`src/rtl/eq_result_checker_pkg.sv`:
```
// Shared types and defaults for the expected-vs-result checker.
package eq_result_checker_pkg;

    localparam int unsigned DEF_WIDTH = 1;
    localparam int unsigned DEF_DEPTH = 8;
    localparam int unsigned DEF_CNT_W = 16;

    // Run-control state encodings
    typedef enum logic [1:0] {
        ST_IDLE = 2'd0,
        ST_RUN  = 2'd1,
        ST_DONE = 2'd2
    } state_e;

    // FIFO pointer width: one extra wrap bit to tell full from empty
    function automatic int unsigned ptr_w(input int unsigned depth);
        return $clog2(depth) + 1;
    endfunction

endpackage

```
`src/rtl/eq_result_checker_sync_fifo.sv`:
```
// Expected-value FIFO that absorbs DUT latency; flush empties it in one edge.
module eq_result_checker_sync_fifo
    import eq_result_checker_pkg::*;
#(
    parameter int unsigned WIDTH = DEF_WIDTH,
    parameter int unsigned DEPTH = DEF_DEPTH
) (
    input  logic             clk,
    input  logic             rst_n,
    input  logic             push,
    input  logic [WIDTH-1:0] data_in,
    input  logic             pop,
    input  logic             flush,
    output logic             full_c,
    output logic             empty_c,
    output logic [WIDTH-1:0] head_c
);

    localparam int unsigned AW = $clog2(DEPTH);
    localparam int unsigned PW = ptr_w(DEPTH);

    logic [PW-1:0]    wr_ptr_q;
    logic [PW-1:0]    rd_ptr_q;
    logic [WIDTH-1:0] mem_q [DEPTH];

    assign empty_c = (wr_ptr_q == rd_ptr_q);
    assign full_c  = (wr_ptr_q[AW] != rd_ptr_q[AW]) &&
                     (wr_ptr_q[AW-1:0] == rd_ptr_q[AW-1:0]);
    assign head_c  = mem_q[rd_ptr_q[AW-1:0]];

    // Pointer update; flush wins over push/pop
    always_ff @(posedge clk or negedge rst_n) begin
        if (!rst_n) begin
            wr_ptr_q <= '0;
            rd_ptr_q <= '0;
        end else if (flush) begin
            wr_ptr_q <= '0;
            rd_ptr_q <= '0;
        end else begin
            if (push && !full_c) wr_ptr_q <= wr_ptr_q + PW'(1);
            if (pop && !empty_c) rd_ptr_q <= rd_ptr_q + PW'(1);
        end
    end

    // Storage write; contents need no reset since pointers gate reads
    always_ff @(posedge clk) begin
        if (push && !full_c && !flush) mem_q[wr_ptr_q[AW-1:0]] <= data_in;
    end

endmodule

```
`config.mk`:
```
export PLATFORM = sky130hd
export DESIGN_NAME = eq_result_checker_sync_fifo
export DESIGN_NICKNAME = d
export VERILOG_FILES = /design/src/rtl/eq_result_checker_pkg.sv /design/src/rtl/eq_result_checker_sync_fifo.sv
export SDC_FILE = /design/constraint.sdc
export NUM_CORES = 1
export LEC_CHECK = 0
export CAP_MARGIN = 5
export CORE_MARGIN = 2
export CORE_UTILIZATION = 40
export CTS_CLUSTER_SIZE = 30
export DETAILED_ROUTE_END_ITERATION = 8
export GPL_TIMING_DRIVEN = 0
export SLEW_MARGIN = 5
export SYNTH_ARGS = -nofsm -noshare
export SYNTH_HDL_FRONTEND = slang
export SYNTH_SLANG_ARGS = --single-unit
```
`constraint.sdc`:
```
create_clock -name clk -period 2.3 [get_ports clk]
set_clock_uncertainty 0.15 [all_clocks]
set_input_delay 0.345 -clock clk [delete_from_list [all_inputs] [get_ports clk]]
set_output_delay 0.345 -clock clk [all_outputs]
set_load 0.05 [all_outputs]
```
-- After elaboration in Yosys (flattened, before gate mapping)
Memories as Yosys holds them, arrays and structs flattened.
Index checks and enable logic that the tools add are counted.
- register bits after elaboration: 8
- word-level logic and storage cells: 23
- output and inout bits: 3
- memories kept: 1
- bits in writable memories: 8
- memory list (name ; depth ; bits a word ; read ports ; clocked after memory_dff ; write ports ; RTL line ; RTL):
    mem_q ; 8 ; 1 ; 1 ; 0 ; 1 ; eq_result_checker_sync_fifo.sv:24 ; logic [WIDTH-1:0] mem_q [DEPTH];
- eq/ne operators: 3
- reductions and logical operators: 9
- add/sub/neg operators: 2
- mux-type cells: 6
- operators with widths (cell ; number):
    $mux 4 ; 4
    $add 4x1->4 const B ; 2
    $eq 4x4->1 ; 1
    $logic_and 1x1->1 ; 4
    $reduce_bool 2->1 ; 2
    $eq 3x3->1 ; 1
    $logic_not 1->1 ; 3
    $mux 1 ; 2
    $ne 1x1->1 ; 1

-- Logic depth before layout (Yosys ltp)
- word-level depth: 7
- mapped depth: 5
- mapped depth without buffers: 4

-- Worst setup path before layout
No wires, ideal clock.
- path kind: register to output
- from: register wr_ptr_q[0]
- to: output port empty_c
- data required time: 1.805 ns
- arrival time: 1.599 ns
- stages on the path, launching flop included: 5
- buffers on the path: 1
- setup slack: 0.206 ns
- cell sequence: dfrtp_1 buf_2 xnor2_2 nand3_1 nor2_1
- word-level cells in the longest chain between the ends: 1
- RTL lines (what ; RTL line ; RTL):
    start: declaration ; eq_result_checker_sync_fifo.sv:22 ; logic [PW-1:0] wr_ptr_q;
    start signal: assignment ; eq_result_checker_sync_fifo.sv:40 ; if (push && !full_c) wr_ptr_q <= wr_ptr_q + PW'(1);
    $eq 4x4->1 ; eq_result_checker_sync_fifo.sv:26 ; assign empty_c = (wr_ptr_q == rd_ptr_q);
    end: declaration ; eq_result_checker_sync_fifo.sv:15 ; output logic empty_c,
Every way passes these cells.

-- Final worst setup path
- from: register rd_ptr_q[0]
- to: output port head_c
- word-level cells in the longest chain between the ends: 1
- RTL lines (what ; RTL line ; RTL):
    start: declaration ; eq_result_checker_sync_fifo.sv:23 ; logic [PW-1:0] rd_ptr_q;
    start signal: assignment ; eq_result_checker_sync_fifo.sv:41 ; if (pop && !empty_c) rd_ptr_q <= rd_ptr_q + PW'(1);
    $mem_v2 8x1 ; n/a ;
    end: declaration ; eq_result_checker_sync_fifo.sv:16 ; output logic [WIDTH-1:0] head_c
Every way passes these cells.

==> summary.md <==
| Metric | Value |
|---|---|
| Result of the run | `finished, final reports clean` |
| Worst path setup slack after routing | `0.0485 ns` |
| Non-filler instance count after layout | `139` |
| Core Footprint | `2500 sq um` |
| Port Buffers | `8` |
| Number of antenna-violating nets in the routed design | `0` |
| Total standard cell area after synthesis | `1070 sq um` |
| Part of the cycle the worst path needs | `97.9%` |
| Overall die height | `55.7 um` |
| Unrepaired setup endpoints after global routing | `true` |
| Final weighted congestion in routability-driven placement | `0.747` |
| Gr ovfl total | `0` |
| Post-synthesis register bit count | `16` |
| Count of TritonRoute iterations in the first routing pass | `4` |
| Clock edge transition at the registers on the reported setup and hold paths | `0.09 ns` |
| Number of failing hold endpoints at the final stage | `0` |
| Switching share of total power | `31.7%` |
| Final hold slack | `0.195 ns` |
| Type of the most critical hold path | `input port to asynchronous set/reset pin` |
| Element type at the critical path start | `flip-flop` |
| Relative area change from synthesis to final layout | `21.9%` |
| Tightest Pin Transition | `0.439 ns` |
| Clock root buffer | `sky130_fd_sc_hd__clkbuf_4` |
| Switch Pwr | `229 uW` |
| Reported max-cap violation count | `0` |
| Cells after Synth | `90` |
| Number of instances in the placed design | `128` |
| Origin of the worst setup path | `rd_ptr_q[0]$_DFFE_PN0P_` |
| Most common cell after layout, fill and taps aside | `sky130_fd_sc_hd__buf_4` |
| Sequential group share of total power | `44.9%` |
| Overall fraction of global-route tracks in use | `14.7%` |
| Mean number of vias per cell | `5.45` |
| Register-to-register setup slack | `0.45 ns` |
| Io pins | `9` |
| First-pass GRT wire length | `3480 um` |
| Maximum ir drop on the vdd rail | `0.317 mV` |
| Fmax | `0.444 GHz` |
| Via count of the first global-routing pass | `759` |
| Delay of the slowest cell on the worst path | `0.50 ns` |
| Power share of the clock group | `20.1%` |
| Count of flip-flops with a built-in enable after synthesis | `8` |
| Total via count after detailed routing | `758` |
| Final critical delay including setup and external delays | `2.25 ns` |
| Dominant register cell in the synthesized netlist | `sky130_fd_sc_hd__edfxtp_1` |
| Post-synth ARST share | `50.0%` |
| Drc violations | `0` |
| Worst r2r src | `rd_ptr_q[1]$_DFFE_PN0P_` |
| Power per standard cell area | `555 nW/um^2` |
| Top library cells by usage in the layout, fill and taps aside | `sky130_fd_sc_hd__buf_4, sky130_fd_sc_hd__edfxtp_1, sky130_fd_sc_hd__dfrtp_1` |
| Clk sinks | `16` |
| Final max-slew violation count | `0` |
| Filler cells | `225` |
| Kind of critical path | `flip-flop to output pin` |
| Worst R2R End | `wr_ptr_q[0]$_DFFE_PN0P_` |
| Number of CTS-inserted buffers | `3` |
| Arrival time worst endpoint | `1.76 ns` |
| Buffer levels on the longest clock path | `2` |
| HPWL after detailed placement | `1410 um` |
| Max FO, Critical Path | `4` |
| Total of warnings raised by yosys | `0` |
| Total die area | `3100 sq um` |
| Mean post-synth cell area | `11.9 sq um` |
| Data required time at the worst endpoint | `1.80 ns` |
| Initial Util | `42.7%` |
| Detailed-route wire length | `2120 um` |
| Cell breakdown of the critical path | `buf_6 > mux4_2 > mux2_2 > buf_6` |
| Pleak | `0.000507 uW` |
| Share of synthesized area occupied by flip-flops and latches | `41.3%` |
| DRT iter0 DRCs | `12` |
| Distinct cell type count of the synthesized netlist | `37` |
| Combinational share of power | `35.0%` |
| Std cell rows | `18` |
| Sort of element at the end of the critical path | `output pin` |
| H-tree level count | `1` |
| Worst max-slew margin expressed relative to the limit | `70.7%` |
| Pin count of the biggest net entering global routing | `11` |
| Most frequent cell on the critical path | `sky130_fd_sc_hd__buf_6` |
| Antenna violations before repair | `0` |
| Die Width | `55.7 um` |
| CP max stage cell | `sky130_fd_sc_hd__mux4_2` |
| Ratio of cells with drive above 1 in the final layout | `33.9%` |
| Post-Synthesis Net Count | `98` |
| Clock latency reported for the late side of the worst-skew pair | `0.28 ns` |
| TritonCTS clock tree | `done` |
| Pre-CTS setup slack | `-0.281 ns` |
| Nets | `119` |
| Worst reg-to-reg path cell count | `4` |
| Final Setup Violations | `0` |
| Average wire length per cell after detail routing | `15.2 um` |
| Cell internal pwr | `493 uW` |
| Total inserted antenna cells | `0` |
==> final cells by class <==
type	count	area (sq um)	area share, %
Buffer	8	52.6	4.04
Tap cell	30	37.5	2.88
Clock buffer	3	22.5	1.73
Timing Repair Buffer	16	134	10.3
Multi-Input combinational cell	64	607	46.6
Inverter	2	7.51	0.577
Sequential cell	16	440	33.8
==> kinds of logic (layout without fill, tap and decap cells) <==
family                   after synthesis  count (layout)  share of synthesized area [%]
adder cells (fa/ha/maj)                2               2                           2.34
AND/OR/NAND/NOR                       39              39                           25.3
multiplexers                          11              11                           14.1
AO/OA/AOI/OAI                          7               7                           5.74
buffers and inverters                 10              29                           5.04
XOR/XNOR                               5               5                           6.21
flip-flops                            16              16                           41.3
==> routing by layer <==
metal  vias up  GRT usage (%)  routed length, um
met5         -              0                  0
li1        374              -                  -
met2        10           22.8               1010
met4         0           4.88                 23
met1       369           19.2                995
met3         5           5.35                 88
==> worst max-delay path: cells and delay by family (launching register included) <==
| family | cells | cell delay (ns) |
|---|---|---|
| muxes | 2 | 0.78 |
| DFF | 1 | 0.38 |
| buffers and inverters | 2 | 0.30 |
==> state kept, by name (all words and copies together) (netlist names) <==
register  cells
rd_ptr_q      4
wr_ptr_q      4
mem_q         8
==> cells in the mapped netlist (2+ instances only) <==
master / number / area [sq um]
sky130_fd_sc_hd__dfrtp_1: 8 / 200
sky130_fd_sc_hd__edfxtp_1: 8 / 240
sky130_fd_sc_hd__mux2_2: 6 / 67.6
sky130_fd_sc_hd__nor2b_1: 6 / 37.5
sky130_fd_sc_hd__nor2_1: 5 / 18.8
sky130_fd_sc_hd__nor3_1: 5 / 25.0
sky130_fd_sc_hd__a41oi_1: 4 / 35.0
sky130_fd_sc_hd__buf_2: 3 / 15.0
sky130_fd_sc_hd__mux2i_1: 3 / 30.0
sky130_fd_sc_hd__nand2_1: 3 / 11.3
sky130_fd_sc_hd__nand2b_1: 3 / 18.8
sky130_fd_sc_hd__xnor2_2: 3 / 48.8
sky130_fd_sc_hd__and4_1: 2 / 17.5
sky130_fd_sc_hd__clkbuf_1: 2 / 7.51
sky130_fd_sc_hd__ha_1: 2 / 25.0
sky130_fd_sc_hd__inv_1: 2 / 7.51
sky130_fd_sc_hd__mux4_1: 2 / 52.6
sky130_fd_sc_hd__nand4_1: 2 / 12.5
sky130_fd_sc_hd__nor3b_1: 2 / 15.0
sky130_fd_sc_hd__nor3b_2: 2 / 25.0
==> how the worst max path moves through the flow <==
stage	to	slack [ns]
after CTS	full_c	0.002
after global routing	head_c	-0.02
after global placement	full_c	-0.28
final	head_c	0.05
after floorplan	empty_c	0.21
after detailed placement	full_c	-0.28
==> per-stage QoR <==
stage               util (%)  total power, uW  instance area (sq um)  setup TNS (ns)
detailed placement      47.4              527                   1180          -0.791
global route            52.1              765                   1300         -0.0157
finish                  52.1              722                   1300               0
CTS                     50.4              708                   1260               0
global placement        47.4              525                   1180          -0.735
floorplan                  -              469                   1070               0
==> power groups by stage <==
| stage | logic [uW] | registers [uW] | clock network (uW) |
|---|---|---|---|
| after floorplan | 145 | 325 | 0 |
| after global routing | 274 | 326 | 165 |
| after global placement | 198 | 327 | 0 |
| final | 253 | 324 | 145 |
| after detailed placement | 200 | 327 | 0 |
| after CTS | 231 | 323 | 154 |
==> timing repair <==
| action | in CTS | in global routing |
|---|---|---|
| buffers inserted | 2 | 6 |
| hold buffers | 0 | 0 |
| cloned | 0 | 0 |
| resized for setup | 21 | 6 |
| pin swaps | 0 | 3 |
| endpoints found under the setup margin | 3 | 3 |
| hold endpoints to repair | 0 | 0 |
Power figures use the tool's default switching activity.
